$ cat config.mk
export PLATFORM = sky130hd
export DESIGN_NAME = apb_gpio_slave
export DESIGN_NICKNAME = d
export VERILOG_FILES = /design/src/rtl/apb_gpio_slave.sv
export SDC_FILE = /design/constraint.sdc
export NUM_CORES = 1
export LEC_CHECK = 0
export ABC_AREA = 0
export CAP_MARGIN = 5
export CORE_MARGIN = 8
export CORE_UTILIZATION = 34
export CTS_CLUSTER_DIAMETER = 40
export DETAILED_ROUTE_END_ITERATION = 16
export GPL_TIMING_DRIVEN = 0
export HOLD_SLACK_MARGIN = 0.05
export RECOVER_POWER = 50
export REMOVE_ABC_BUFFERS = 1
export SLEW_MARGIN = 20
export SYNTH_ARGS = -nofsm -noshare
export SYNTH_HDL_FRONTEND = slang
export SYNTH_SLANG_ARGS = --single-unit
$ cat constraint.sdc
create_clock -name pclk -period 2.3 [get_ports pclk]
set_input_delay 0.345 -clock pclk [delete_from_list [all_inputs] [get_ports pclk]]
set_output_delay 0.345 -clock pclk [all_outputs]
set_load 0.02 [all_outputs]
$ cat src/rtl/apb_gpio_slave.sv
// APB completer fronting a small GPIO register file: pin outputs, output enables,
// synchronised inputs and a rising-edge level interrupt.
module apb_gpio_slave #(
   parameter int GPIO_W      = 8,
   parameter int WAIT_STATES = 1,
   parameter int SYNC_STAGES = 2
) (
   input  logic              pclk,
   input  logic              Reset,
   input  logic              psel,
   input  logic              penable,
   input  logic              pwrite,
   input  logic [4:0]        paddr,
   input  logic [31:0]       pwdata,
   output logic [31:0]       prdata,
   output logic              pready,
   input  logic [GPIO_W-1:0] gpio_in,
   output logic [GPIO_W-1:0] gpio_out,
   output logic [GPIO_W-1:0] gpio_oe,
   output logic              irq
);

   localparam logic [1:0] IDLE = 2'd0;
   localparam logic [1:0] WAIT = 2'd1;
   localparam logic [1:0] DONE = 2'd2;

   localparam logic [3:0] LAST_CNT = (WAIT_STATES > 0) ? 4'(WAIT_STATES - 1) : 4'd0;

   logic [1:0]        state_q, state_d;
   logic [3:0]        cnt_q, cnt_d;
   logic [31:0]       prdata_q, prdata_d;
   logic [GPIO_W-1:0] dataOut_q, dataOut_d;
   logic [GPIO_W-1:0] dir_q, dir_d;
   logic [GPIO_W-1:0] irqEn_q, irqEn_d;
   logic [GPIO_W-1:0] irqStat_q, irqStat_d;
   logic              irq_q, irq_d;
   logic [GPIO_W-1:0] sync_q [SYNC_STAGES];
   logic [GPIO_W-1:0] prev_q;

   logic              access;
   logic              setup;
   logic              commit;
   logic [2:0]        regSel;
   logic [GPIO_W-1:0] wrData;
   logic [GPIO_W-1:0] syncIn;
   logic [GPIO_W-1:0] risingEdge;
   logic [GPIO_W-1:0] w1cMask;
   logic [31:0]       rdMux;
   logic              unusedBits;

   assign access     = psel & penable;
   assign setup      = psel & ~penable;
   assign regSel     = paddr[4:2];
   assign wrData     = pwdata[GPIO_W-1:0];
   assign commit     = (state_q == DONE) & access & pwrite;
   assign syncIn     = sync_q[SYNC_STAGES-1];
   assign risingEdge = syncIn & ~prev_q;
   assign unusedBits = ^{paddr[1:0], pwdata};

   always_comb begin
      rdMux = 32'd0;
      case (regSel)
         3'd0:    rdMux = 32'(dataOut_q);
         3'd1:    rdMux = 32'(dir_q);
         3'd2:    rdMux = 32'(syncIn);
         3'd3:    rdMux = 32'(irqEn_q);
         3'd4:    rdMux = 32'(irqStat_q);
         default: rdMux = 32'd0;
      endcase
   end

   // The setup phase arms the slave so that access cycle 1 already counts as a wait cycle.
   always_comb begin
      state_d  = state_q;
      cnt_d    = cnt_q;
      prdata_d = prdata_q;
      case (state_q)
         IDLE: begin
            if (setup) begin
               cnt_d = 4'd0;
               if (WAIT_STATES == 0) begin
                  state_d  = DONE;
                  prdata_d = rdMux;
               end else begin
                  state_d = WAIT;
               end
            end
         end
         WAIT: begin
            if (!access) begin
               state_d = IDLE;
            end else if (cnt_q == LAST_CNT) begin
               state_d  = DONE;
               prdata_d = rdMux;
            end else begin
               cnt_d = cnt_q + 4'd1;
            end
         end
         DONE:    state_d = IDLE;
         default: state_d = IDLE;
      endcase
   end

   always_comb begin
      dataOut_d = dataOut_q;
      dir_d     = dir_q;
      irqEn_d   = irqEn_q;
      w1cMask   = '0;
      if (commit) begin
         case (regSel)
            3'd0:    dataOut_d = wrData;
            3'd1:    dir_d     = wrData;
            3'd3:    irqEn_d   = wrData;
            3'd4:    w1cMask   = wrData;
            default: ;
         endcase
      end
      // A fresh edge is OR-ed in after the clear so it survives a simultaneous W1C.
      irqStat_d = (irqStat_q & ~w1cMask) | risingEdge;
      irq_d     = |(irqStat_d & irqEn_d);
   end

   always_ff @(posedge pclk) begin
      if (Reset) begin
         state_q   <= IDLE;
         cnt_q     <= 4'd0;
         prdata_q  <= 32'd0;
         dataOut_q <= '0;
         dir_q     <= '0;
         irqEn_q   <= '0;
         irqStat_q <= '0;
         irq_q     <= 1'b0;
         prev_q    <= '0;
         for (int i = 0; i < SYNC_STAGES; i++) begin
            sync_q[i] <= '0;
         end
      end else begin
         state_q   <= state_d;
         cnt_q     <= cnt_d;
         prdata_q  <= prdata_d;
         dataOut_q <= dataOut_d;
         dir_q     <= dir_d;
         irqEn_q   <= irqEn_d;
         irqStat_q <= irqStat_d;
         irq_q     <= irq_d;
         prev_q    <= syncIn;
         sync_q[0] <= gpio_in;
         for (int i = 1; i < SYNC_STAGES; i++) begin
            sync_q[i] <= sync_q[i-1];
         end
      end
   end

   assign pready   = (state_q == DONE) & access;
   assign prdata   = prdata_q;
   assign gpio_out = dataOut_q;
   assign gpio_oe  = dir_q;
   assign irq      = irq_q;

endmodule

==> impl_metrics.ini, run 1 <==
[global_route]
grt_max_degree = 68
antenna_found_initial = 0
grt_pass1_wl_um = 10700
grt_usage_pct = 11.8
grt_pass1_vias = 2116
overflow = 0

[drt]
route.detailed.vias_per_inst = 4.74
vias = 2253
ant_nets = 0
wl_um = 7050
drtIter0Drc = 88
drc = 0
dr.pass1.iters = 4
routedWlPerCell_um = 14.8

[worst_setup_path]
path_class = input pin to register
slowest_stage = clkdlybuf4s50_1
critPathMaxFanout = 8
startpoint = penable
required_ns = 2.52
reg2reg_to = irq
cp-start-kind = input pin
slowest_delay_ns = 0.53
end_kind = register
r2r_setup_slack_ns = 0.22
path_cells = clkdlybuf4s50_1, and4b_1, and4_4, mux2i_1, o22ai_1, o41a_1
worst_ep_arrival_time_ns = 2.46
r2r_cells = 5
r2r-start = state_q[0]
cp-endpoint = irq

[sta]
fmax_mhz = 447
fin_ws_ns = 0.0642
period_share_pct = 97.2
slew_headroom_pct = 11.6
tightest_slew_ns = 1.33
skew_ns = 0.00822
period_minus_slack_ns = 2.24
setup_viol = 0
slew_viol_final = 0
hold_viol_final = 0
rsz0062_at_grt = false

[finish]
stdcell_area_sq_um = 3650
area_growth_pct = 22.8
nNetsFinal = 414
fillCellCount = 844
antennaDiodeCount = 0
drive_gt1_share_pct = 8.99

[power]
power.leakage_nw = 1.54
pwr-share-clk_pct = 39.3
total_power_mw = 2.46
p_seq_share_pct = 52.0
p_per_area_nw_per_um2 = 673
ir_worst_vdd_v = 0.000305
switching_share_pct = 24.0
combPwrFrac_pct = 8.6
power.internal_mw = 1.87
p_sw_mw = 0.590

[yosys]
synth_compound_area_share_pct = 12.0
yosys-mux-area-fraction_pct = 11.8
synth-edff-count = 0
synth_seq_cells = 71
synth_xor_area_share_pct = 1.18
ys_types = 33
syn_area_per_cell_sq_um = 9.35
synth_top_family_by_area = simple AND/OR/NAND/NOR gates
synth_area_sq_um = 2970
synth-main-ff-cell = dfxtp_1
seq_area_frac_synth_pct = 47.8
synthAdderAreaFrac_pct = 0.842
synthCells = 318
async_reset_ff_share_pct = 0
synth-simple-area-share_pct = 14.8
yosysWarnings = 0

[clocking]
numClockSinks = 71
clockBufferDepth = 2
holdBufCountCts = 0
clk_latency_ns = 0.34
cts_buffers = 9
cts_tree = done
ctsRootBufferMaster = clkbuf_8
path_clk_slew_ns = 0.07
cts_htree_levels = 3

[place]
place.gp.congestion = 0.769
dp_slack_ns = -1.30
numPortBuffers = 49
dp_hpwl_um = 4770
placed_area_sq_um = 3420

[floorplan]
die_h_um = 110
rows = 34
fp.dieArea_sq_um = 12000
core_sq_um = 8590
initial_core_util_pct = 34.6
die_width_um = 110
pin_count = 100

[worst_hold_path]
hold_path_class = register to register
worstHoldStart = sync_q[0][0]

[flow_run]
maxCapViolations = 0

[run_status]
outcome = completed
## per-layer routing
layer	vias up	global-route usage (%)	wire, um
met4	0	5.59	133
met1	1057	14.6	3250
met5	-	0	0
met2	62	17.9	3180
met3	12	3.99	482
li1	1122	-	-
## registers in the layout, summed over array words and instances, names as in the netlist
signal and cells:
cnt_q 4, gpio_oe 8, gpio_out 8, irq 1
irqEn_q 8, irqStat_q 8, prdata 8, prev_q 8
state_q 2, sync_q 16
## metrics by stage
step / utilization [%] / cells / TNS, ns / hold WS [ns]
final: 42.5 / 475 / 0 / 0.428
after global routing: 42.5 / 475 / 0 / 0.441
after CTS: 42.4 / 474 / 0 / 0.432
after global placement: 39.8 / 456 / -51.52 / 0.420
after floorplan: - / 299 / 0 / 0.412
after detailed placement: 39.8 / 456 / -32.80 / 0.420
## critical path: cells and delay by family
kind                   cells  cell delay (ns)
AOI/OAI and AO/OA          2             0.56
buffers and inverters      1             0.53
muxes                      1             0.29
and+or+nand+nor            2             0.72
## logic make-up after synthesis
logic type / after synthesis
multiplexers: 33
flip-flops: 71
other: 1
buffers and inverters: 62
AO/OA/AOI/OAI: 53
AND/OR/NAND/NOR: 92
XOR/XNOR: 4
adder cells (fa/ha/maj): 2
## synth_stat cells, types with 2 or more instances
library cell	number	area [sq um]
nor3_1	3	15.0
ha_1	2	25.0
nor2_1	55	206
inv_1	20	75.1
a21oi_1	9	45.0
nand2_1	3	11.3
clkbuf_1	13	48.8
mux2_2	7	78.8
buf_6	2	22.5
nand3_1	2	10.0
buf_2	2	10.0
o22ai_1	19	119
xor2_1	2	17.5
xnor2_1	2	17.5
nor2b_1	21	131
a22oi_1	21	158
buf_4	24	180
nand4b_1	2	17.5
dfxtp_1	71	1420
mux2i_1	25	250
## cell usage in the layout, fill, tap and decap left out, drive strengths merged, types with 2 or more instances in the layout
master,synthesis,layout
dfxtp,71,71
nor2,55,55
mux2i,25,25
clkdlybuf4s50,0,25
conb,1,24
a22oi,21,21
nor2b,21,21
inv,20,20
dlygate4sd3,0,20
o22ai,19,19
clkbuf,13,13
a21oi,9,9
mux2,7,7
nor3,3,3
nand2,3,3
clkinv,0,3
buf,29,3
nand4b,2,2
xor2,2,2
xnor2,2,2
ha,2,2
dlygate4sd2,0,2
nand3,2,2
## power groups by stage
| stage | combinational (mW) | sequential (mW) | clock (mW) |
|---|---|---|---|
| 3_3_place_gp | 0.208 | 1.31 | 0 |
| 5_1_grt | 0.233 | 1.28 | 1.05 |
| 4_1_cts | 0.211 | 1.28 | 0.995 |
| 2_1_floorplan | 0.115 | 1.30 | 0 |
| 6_report | 0.212 | 1.28 | 0.967 |
| 3_5_place_dp | 0.209 | 1.31 | 0 |
## final cells by class
class	count	area (sq um)	share of cell area (%)
Sequential cell	71	1420	38.9
Multi-Input combinational cell	208	1320	36.2
Timing Repair Buffer	52	507	13.9
Clock buffer	12	145	3.98
Tap cell	108	135	3.70
Inverter	20	75.1	2.06
Clock inverter	4	45.0	1.23
## what timing repair did
action	CTS	global route
endpoints found under the setup margin	40	7
pin swaps	1	1
gates resized for setup	10	1
setup buffers	2	1
## worst min path at each step
| stage | slack (ns) | to | cells after the start |
|---|---|---|---|
| 2_1_floorplan | 0.41 | prev_q[0] | 1 |
| 3_5_place_dp | 0.42 | sync_q[0][12] | 1 |
| 4_1_cts | 0.43 | sync_q[0][8] | 1 |
| 5_1_grt | 0.44 | sync_q[0][8] | 1 |
| 6_report | 0.43 | sync_q[0][8] | 1 |
| 3_3_place_gp | 0.42 | sync_q[0][12] | 1 |
Note: power is estimated with default switching activity, not from simulation.
==> run 2: changes to the inputs <==
clock period = 2.2 ns   (was 2.3 ns; I/O delays follow)
==> impl_metrics.ini, run 2 (synthesis results as in run 1) <==
[clocking]
ctsRootBufferMaster = clkbuf_8
clockBufferDepth = 2
cts_htree_levels = 3
numClockSinks = 71
path_clk_slew_ns = 0.07
clk_latency_ns = 0.34
cts_tree = done
cts_buffers = 9

[drt]
drtIter0Drc = 70
vias = 2266
route.detailed.vias_per_inst = 4.74
wl_um = 7070
ant_nets = 0
drc = 0
routedWlPerCell_um = 14.8
dr.pass1.iters = 4

[finish]
final_cell_mix = dfxtp_1, nor2_1, clkdlybuf4s50_1
largest_reg_flops = 16
drive_gt1_share_pct = 9.19
nNetsFinal = 417
final-seq-area_sq_um = 1420
fillCellCount = 844
area_growth_pct = 23.4
antennaDiodeCount = 0
multi_input_area_sq_um = 1330
mostFrequentLayoutCell = dfxtp_1
largest-register = sync_q
finish.utilization_pct = 42.7

[global_route]
grt_max_degree = 68
grt_usage_pct = 11.8
grt_pass1_vias = 2141
grt_pass1_wl_um = 10700
antenna_found_initial = 0
overflow = 0

[worst_hold_path]
hold_path_class = input pin to register

[floorplan]
initial_core_util_pct = 34.6
fp.dieArea_sq_um = 12000
rows = 34
die_h_um = 110
pin_count = 100
die_width_um = 110
core_sq_um = 8590

[sta]
tightest_slew_ns = 0.831
period_minus_slack_ns = 2.14
rsz0062_at_grt = false
slew_headroom_pct = 44.3
period_share_pct = 97.1
hold_viol_final = 0
slew_viol_final = 0
setup_viol = 0
skew_ns = 0.00821
fmax_mhz = 468

[worst_setup_path]
worst_ep_arrival_time_ns = 2.36
critical_path_buf_inv_count = 1
cp_top_family = simple AND/OR/NAND/NOR gates
slowest_delay_ns = 0.43
end_kind = register
cp-start-kind = input pin
slowest_stage = clkdlybuf4s15_2
critPathMaxFanout = 11
path_cells = clkdlybuf4s15_2, nor2b_4, and4_4, mux2i_1, o22ai_1, o41a_1
required_ns = 2.42
path_class = input pin to register

[place]
numPortBuffers = 49
place.gp.congestion = 0.769
dp_hpwl_um = 4770

[power]
p_per_area_nw_per_um2 = 701
ir_worst_vdd_v = 0.000318
power.leakage_nw = 1.49
total_power_mw = 2.57

[run_status]
outcome = completed

[flow_run]
maxCapViolations = 0
-- run 2: changes by cell type in the layout (fill, tap and decap cells not counted), sizes merged --
cell / before / now
dlygate4sd2: 2 / 1
clkdlybuf4s50: 25 / 43
clkbuf: 13 / 17
dlymetal6s2s: 0 / 1
dlygate4sd3: 20 / 1
-- run 2: final cells by class --
cell class                      instances  area share, %
Clock buffer                           12           3.96
Clock inverter                          4           1.23
Inverter                               20           2.05
Multi-Input combinational cell        208           36.3
Sequential cell                        71           38.8
Tap cell                              108           3.68
Timing Repair Buffer                   55           14.1
-- run 2: per-layer routing --
layer  GRT usage [%]  vias up  share of wire [%]
li1                -     1125                  -
met1            14.5     1065                 45
met2            18.6       62                 46
met3            3.99       14                6.6
met4            5.21        0                2.1
met5               0        -                  0
-- run 2: final timing paths --
path | cells past startpoint | slack [ns] | to | startpoint
worst max register to register | 5 | 0.16 | irq | state_q[0]
worst max-delay path | 6 | 0.06 | irq | paddr[2]
worst min-delay path | 4 | 0.41 | state_q[0] | penable
worst min register to register | 1 | 0.43 | sync_q[0][8] | sync_q[0][0]
-- run 2: through the flow --
step                      area [sq um]  setup WS (ns)  setup TNS (ns)  cells  hold slack (ns)
after global placement            3420          -1.35          -57.56    456            0.420
after global routing              3670         0.0172               0    478            0.441
final                             3670         0.0628               0    478            0.411
after floorplan                   2790          0.240               0    299            0.397
after CTS                         3650         0.0333               0    476            0.432
after detailed placement          3420          -1.38          -36.29    456            0.420
-- run 2: tightest hold or removal path, delay by kind of cell --
family / cells / cell delay (ns)
buffers and inverters: 1 / 0.15
and+or+nand+nor: 3 / 0.23
-- run 2: timing repair --
| action | 4_1_cts | 5_1_grt |
|---|---|---|
| gates resized for setup | 10 | 7 |
| pin swaps | 2 | 1 |
| hold buffers | 0 | 0 |
| buffers inserted | 4 | 2 |
| hold endpoints to repair | 0 | 0 |
| endpoints found under the setup margin | 40 | 15 |
-- run 2: power by group --
group | switching, mW | leakage, nW | internal [mW]
Clock | 0.461 | 0.100 | 0.550
Sequential | 0.0180 | 0.578 | 1.32
Combinational | 0.139 | 0.809 | 0.0836
